<file path="config.mk">
export PLATFORM = sky130hd
export DESIGN_NAME = ccsds_derand
export DESIGN_NICKNAME = d
export VERILOG_FILES = /design/src/rtl/ccsds_pkg.sv /design/src/rtl/ccsds_pn_lfsr.sv /design/src/rtl/ccsds_derand.sv
export SDC_FILE = /design/constraint.sdc
export NUM_CORES = 1
export LEC_CHECK = 0
export ABC_CLOCK_PERIOD_IN_PS = 3200
export BUFFER_PORTS_ARGS = -buffer_cell sky130_fd_sc_hd__buf_2
export CORE_ASPECT_RATIO = 0.75
export CORE_MARGIN = 3
export CORE_UTILIZATION = 28
export CTS_CLUSTER_DIAMETER = 200
export DETAILED_ROUTE_END_ITERATION = 8
export PLACE_DENSITY = 0.5
export RECOVER_POWER = 100
export SLEW_MARGIN = 10
export SYNTH_ARGS = -nofsm -noshare
export SYNTH_HDL_FRONTEND = slang
export SYNTH_SLANG_ARGS = --single-unit
</file>
<file path="constraint.sdc">
create_clock -name core_clk -period 3.2 [get_ports core_clk]
set_input_delay 0.64 -clock core_clk [delete_from_list [all_inputs] [get_ports core_clk]]
set_output_delay 0.64 -clock core_clk [all_outputs]
set_load 0.01 [all_outputs]
</file>
<file path="src/rtl/ccsds_pkg.sv">
// Shared CCSDS constants, FSM state type and the unrolled PN-sequence step.
package ccsds_pkg;

  localparam logic [7:0] CCSDS_PN_SEED     = 8'hFF;
  localparam int         CCSDS_PAYLOAD_LEN = 255;

  typedef enum logic {
    ST_RUN  = 1'b0,
    ST_DROP = 1'b1
  } derand_state_e;

  // state holds a_n..a_{n+7} with a_n in the MSB; the current PN byte is the state itself.
  // Returns {state after 8 steps, current pn byte}.
  function automatic logic [15:0] pn_next8(input logic [7:0] state);
    logic [0:15] seq;
    seq[0:7] = state;
    for (int i = 0; i < 8; i++) begin
      seq[i+8] = seq[i+7] ^ seq[i+5] ^ seq[i+3] ^ seq[i];
    end
    return {seq[8:15], state};
  endfunction

endpackage

</file>
<file path="src/rtl/ccsds_pn_lfsr.sv">
// CCSDS pseudo-randomiser register: reloads the seed on load, else steps 8 bits on advance.
module ccsds_pn_lfsr
  import ccsds_pkg::*;
#(
  parameter logic [7:0] SEED = CCSDS_PN_SEED
) (
  input  logic       core_clk,
  input  logic       rst,
  input  logic       load,
  input  logic       advance,
  output logic [7:0] pn_byte
);

  logic [7:0]  lfsr_q;
  logic [15:0] step;

  assign step    = pn_next8(lfsr_q);
  assign pn_byte = step[7:0];

  always_ff @(posedge core_clk or posedge rst) begin
    if (rst) begin
      lfsr_q <= SEED;
    end else if (load) begin
      lfsr_q <= SEED;
    end else if (advance) begin
      lfsr_q <= step[15:8];
    end
  end

endmodule

</file>
<file path="src/rtl/ccsds_derand.sv">
// CCSDS descrambler: per-frame reseeded PN XOR, frame-length enforcement and statistics.
// Handshake: a beat transfers on a rising edge where valid && ready; a valid beat holds data/last until taken.
module ccsds_derand
  import ccsds_pkg::*;
#(
  parameter int         FRAME_LEN = CCSDS_PAYLOAD_LEN,
  parameter logic [7:0] PN_SEED   = CCSDS_PN_SEED
) (
  input  logic          core_clk,
  input  logic          rst,
  input  logic          derand_en,
  input  logic [7:0]    s_axis_tdata,
  input  logic          s_axis_tvalid,
  input  logic          s_axis_tlast,
  output logic          s_axis_tready,
  output logic [7:0]    m_axis_tdata,
  output logic          m_axis_tvalid,
  output logic          m_axis_tlast,
  input  logic          m_axis_tready,
  output logic [15:0]   frame_cnt,
  output logic [15:0]   len_err_cnt,
  output logic          len_err,
  output derand_state_e dbg_state
);

  localparam logic [8:0] LAST_IDX = 9'(FRAME_LEN - 1);

  derand_state_e state;
  logic [8:0]    byte_cnt;
  logic [7:0]    pn_byte;
  logic          accept;
  logic          at_end;
  logic          run_accept;
  logic          pn_load;
  logic          pn_adv;
  logic [15:0]   len_err_inc;

  assign s_axis_tready = (state == ST_DROP) || !m_axis_tvalid || m_axis_tready;
  assign accept        = s_axis_tvalid && s_axis_tready;
  assign at_end        = (byte_cnt == LAST_IDX);
  assign run_accept    = accept && (state == ST_RUN);
  // Any frame end (good, short or forced) reseeds so the next byte uses the seed with no bubble.
  assign pn_load       = run_accept && (s_axis_tlast || at_end);
  assign pn_adv        = run_accept && !s_axis_tlast && !at_end;
  assign len_err_inc   = (len_err_cnt == 16'hFFFF) ? len_err_cnt : len_err_cnt + 16'd1;
  assign dbg_state     = state;

  ccsds_pn_lfsr #(
    .SEED (PN_SEED)
  ) u_lfsr (
    .core_clk (core_clk),
    .rst      (rst),
    .load     (pn_load),
    .advance  (pn_adv),
    .pn_byte  (pn_byte)
  );

  always_ff @(posedge core_clk or posedge rst) begin
    if (rst) begin
      state         <= ST_RUN;
      byte_cnt      <= 9'd0;
      m_axis_tdata  <= 8'h00;
      m_axis_tvalid <= 1'b0;
      m_axis_tlast  <= 1'b0;
      frame_cnt     <= 16'd0;
      len_err_cnt   <= 16'd0;
      len_err       <= 1'b0;
    end else begin
      len_err <= 1'b0;
      if (m_axis_tready) begin
        m_axis_tvalid <= 1'b0;
      end
      if (state == ST_RUN) begin
        if (accept) begin
          m_axis_tvalid <= 1'b1;
          m_axis_tdata  <= s_axis_tdata ^ (derand_en ? pn_byte : 8'h00);
          m_axis_tlast  <= s_axis_tlast || at_end;
          if (s_axis_tlast) begin
            byte_cnt <= 9'd0;
            if (at_end) begin
              frame_cnt <= frame_cnt + 16'd1;
            end else begin
              len_err     <= 1'b1;
              len_err_cnt <= len_err_inc;
            end
          end else if (at_end) begin
            byte_cnt    <= 9'd0;
            len_err     <= 1'b1;
            len_err_cnt <= len_err_inc;
            state       <= ST_DROP;
          end else begin
            byte_cnt <= byte_cnt + 9'd1;
          end
        end
      end else begin
        if (accept && s_axis_tlast) begin
          state    <= ST_RUN;
          byte_cnt <= 9'd0;
        end
      end
    end
  end

endmodule

</file>
==> flow_summary_export.csv <==
group,metric,value,unit
timing,setup_viol,0,
cells_and_area,final_area,3800,µm²
timing,period_needed,2.93,ns
floorplanning,initial_core_util,29.6,%
worst_setup_path,crit_family,"simple AND/OR/NAND/NOR gates",
logic_synthesis,synthArstFlopShare,100,%
logic_synthesis,yosysSeqAreaShare,49.2,%
timing,max_clock_freq,341,MHz
routing,postRouteAntennaNets,0,
placement,dpl_cell_area,3580,µm²
flow_run,maxCapViolCount,0,
timing,rsz0062_at_grt,"false",
worst_setup_path,worstPathArrival,3.14,ns
pwr,ir_drop,0.276,mV
worst_setup_path,reg2reg_slack,0.27,ns
logic_synthesis,yosys-top-cells-area,"dfrtp_1 (42%), xnor2_1 (9.3%), dfstp_2 (6.7%), xor2_1 (6.4%), nand2_1 (4.4%)",
outcome,status,"completed",
min_path,hold_start,"m_axis_tlast",
min_path,hold_end,"m_axis_tlast",
routing,vias,2342,
floorplanning,fp.dieArea,12500,µm²
clock_network,cts_hold_buf,0,
logic_synthesis,synth_ff_type,"dfrtp_1",
floorplanning,rows,32,
worst_setup_path,critPathMaxStageDelay,0.55,ns
pwr,p_leak,1.66,nW
clock_network,clkTransAtPathRegs,0.06,ns
logic_synthesis,syn-cell-area,3120,µm²
routing,finalWirelength,7100,µm
routing,drtIter0Drc,70,
timing,slew-limit-headroom,21.9,%
worst_setup_path,critPathCaptureType,"flip-flop",
floorplanning,ios,59,
routing,drt_first_pass_iters,4,
clock_network,cts_tree,"yes",
timing,finalCritPeriodShare,91.6,%
routing,avgViaCountPerCell,4.65,
floorplanning,die_w,128,µm
cells_and_area,antenna_cells,0,
cells_and_area,final_util,36.0,%
cells_and_area,synthToLayoutAreaGrowth,21.7,%
logic_synthesis,yosys_warnings,0,
worst_setup_path,worst-r2r-cell-count,9,
placement,gp_congestion,0.777,
worst_setup_path,cp_slowest_cell,"or4_4",
cells_and_area,nFillCells,1105,
logic_synthesis,yosysUniqueCellTypes,40,
logic_synthesis,yosysTopAreaCellShare,42.5,%
pwr,totalPowerFinal,2.75,mW
worst_setup_path,critPathBufInv,3,
timing,worst_pin_slew,1.17,ns
logic_synthesis,syn_area_per_cell,10.5,µm²
logic_synthesis,synth_fp_nets,318,
floorplanning,core,10600,µm²
clock_network,cts_resized,0,
timing,setup_tns,0,ns
pwr,pwr_density_cell,722,nW/µm²
worst_setup_path,worstReg2RegStart,"byte_cnt[0]",
cells_and_area,fin_nets,384,
global_route,grt_pass1_wl,11700,µm
logic_synthesis,yosys_register_bits,61,
clock_network,cts_root_buf,"clkbuf_16",
clock_network,clk_path_buf_depth,2,
floorplanning,fp.dieH,97.5,µm
placement,hpwlAfterDp,5230,µm
worst_setup_path,cp_cell_sequence,"inv_1, ha_1, inv_1, or4_4, ha_1, or2_2, nor3_2, clkbuf_1, mux2_2",
logic_synthesis,synth_edf_count,0,
timing,fin_skew,0.00755,ns
cells_and_area,layout-drive-gt1-share,12.2,%
clock_network,clock-sinks,61,
timing,worst_hold_slack,0.471,ns
worst_setup_path,crit_required,3.41,ns
clock_network,cts_buffers,9,
worst_setup_path,r2r-end,"len_err_cnt[1]",
global_route,antenna_found_initial,0,
timing,finalHoldViolCount,0,
worst_setup_path,worst_setup_path_start_kind,"flip-flop",
placement,port_buffers,58,
worst_setup_path,crit_fanout,9,
min_path,hold_class,"flip-flop to flip-flop",
global_route,grt_usage,11.8,%
clock_network,cts.htree.levels,3,
routing,wl_per_cell,14.1,µm
routing,drc_errors,0,
clock_network,insertion_delay,0.33,ns
clock_network,post_cts_buffers,0,
worst_setup_path,crit_type,"flip-flop to flip-flop",
global_route,grt.overflow.total,0,
timing,drv_slew,0,
logic_synthesis,syn_inst,297,
logic_synthesis,netlist.top_cell.by_area,"dfrtp_1",
global_route,grt_pass1_vias,2291,
min_path,holdPathStages,1,
global_route,grt_max_degree,31,
where the power goes:
group / leakage [nW] / switching (mW) / internal, mW
clock network: 0.169 / 0.347 / 0.757
logic: 0.705 / 0.293 / 0.301
registers: 0.789 / 0.142 / 0.906
flip-flops by register name (all words and copies together), names as in the netlist:
name,count
m_axis_tdata,8
len_err_cnt,16
frame_cnt,16
byte_cnt,9
m_axis_tvalid,1
m_axis_tlast,1
len_err,1
dbg_state,1
u_lfsr.pn_byte,8
cells in the final DEF, fill, tap and decap left out, types with 2 or more instances in the layout:
cell type,n
dfrtp_1,53
clkbuf_1,51
nand2_1,37
xnor2_1,33
xor2_1,23
nor2_1,21
nand4_1,19
nand3_1,12
o21ai_0,12
buf_2,12
nor3_1,9
clkbuf_16,9
dfstp_2,8
and3_1,7
inv_1,7
ha_1,7
and4_1,4
a21oi_1,4
nor4_1,3
nand2b_1,3
mux2_2,3
o32a_1,3
bufinv_16,3
clkinv_2,3
nor2b_1,2
or2_2,2
and2_1,2
a31oi_1,2
cell families after synthesis:
logic type	synth area share, %
AOI/OAI and AO/OA	5.29
xor gates and xnor gates	17.2
DFF	49.2
muxes	1.40
adders and majority gates	2.80
and+or+nand+nor	22.1
buffers and inverters	2.04
through the flow:
| stage | setup WS (ns) | instances |
|---|---|---|
| 6_report | 0.269 | 504 |
| 5_1_grt | 0.138 | 504 |
| 4_1_cts | 0.255 | 504 |
| 3_5_place_dp | 0.284 | 488 |
| 3_3_place_gp | 0.375 | 488 |
| 2_1_floorplan | 0.448 | 297 |
Yosys cell counts (8+ instances only):
library cell and number:
dfrtp_1 53, nor2_1 21, nand4_1 19, dfstp_2 8
xnor2_1 33, nand3_1 12, xor2_1 23, o21ai_0 12
nand2_1 37
layer usage:
metal	global-route usage [%]	up-vias	share of wire [%]
met5	0	-	0
met4	3.26	0	1.0
met3	5.22	6	8.3
met2	15.2	67	39
met1	17.4	1105	52
li1	-	1164	-
layout make-up:
class                   instances  area (µm²)  share of cell area (%)
inverters                       7        26.3                   0.691
well taps                     136         170                    4.48
repair buffers                 63         251                    6.61
flip-flops and latches         61        1540                    40.4
clock buffers                   9         225                    5.92
clock inverters                 7         114                    2.99
multi-input cells             221        1480                    38.9
worst max-delay path by stage:
| stage | startpoint | end | slack, ns | depth (start not counted) |
|---|---|---|---|---|
| after floorplan | byte_cnt[0] | len_err_cnt[13] | 0.45 | 10 |
| after global placement | byte_cnt[0] | len_err_cnt[15] | 0.37 | 10 |
| after detailed placement | byte_cnt[0] | len_err_cnt[15] | 0.28 | 10 |
| after CTS | byte_cnt[0] | len_err_cnt[15] | 0.26 | 10 |
| after global routing | byte_cnt[0] | len_err_cnt[6] | 0.14 | 10 |
| final | byte_cnt[0] | len_err_cnt[1] | 0.27 | 9 |
No activity file was read; power rests on OpenSTA's default activity.
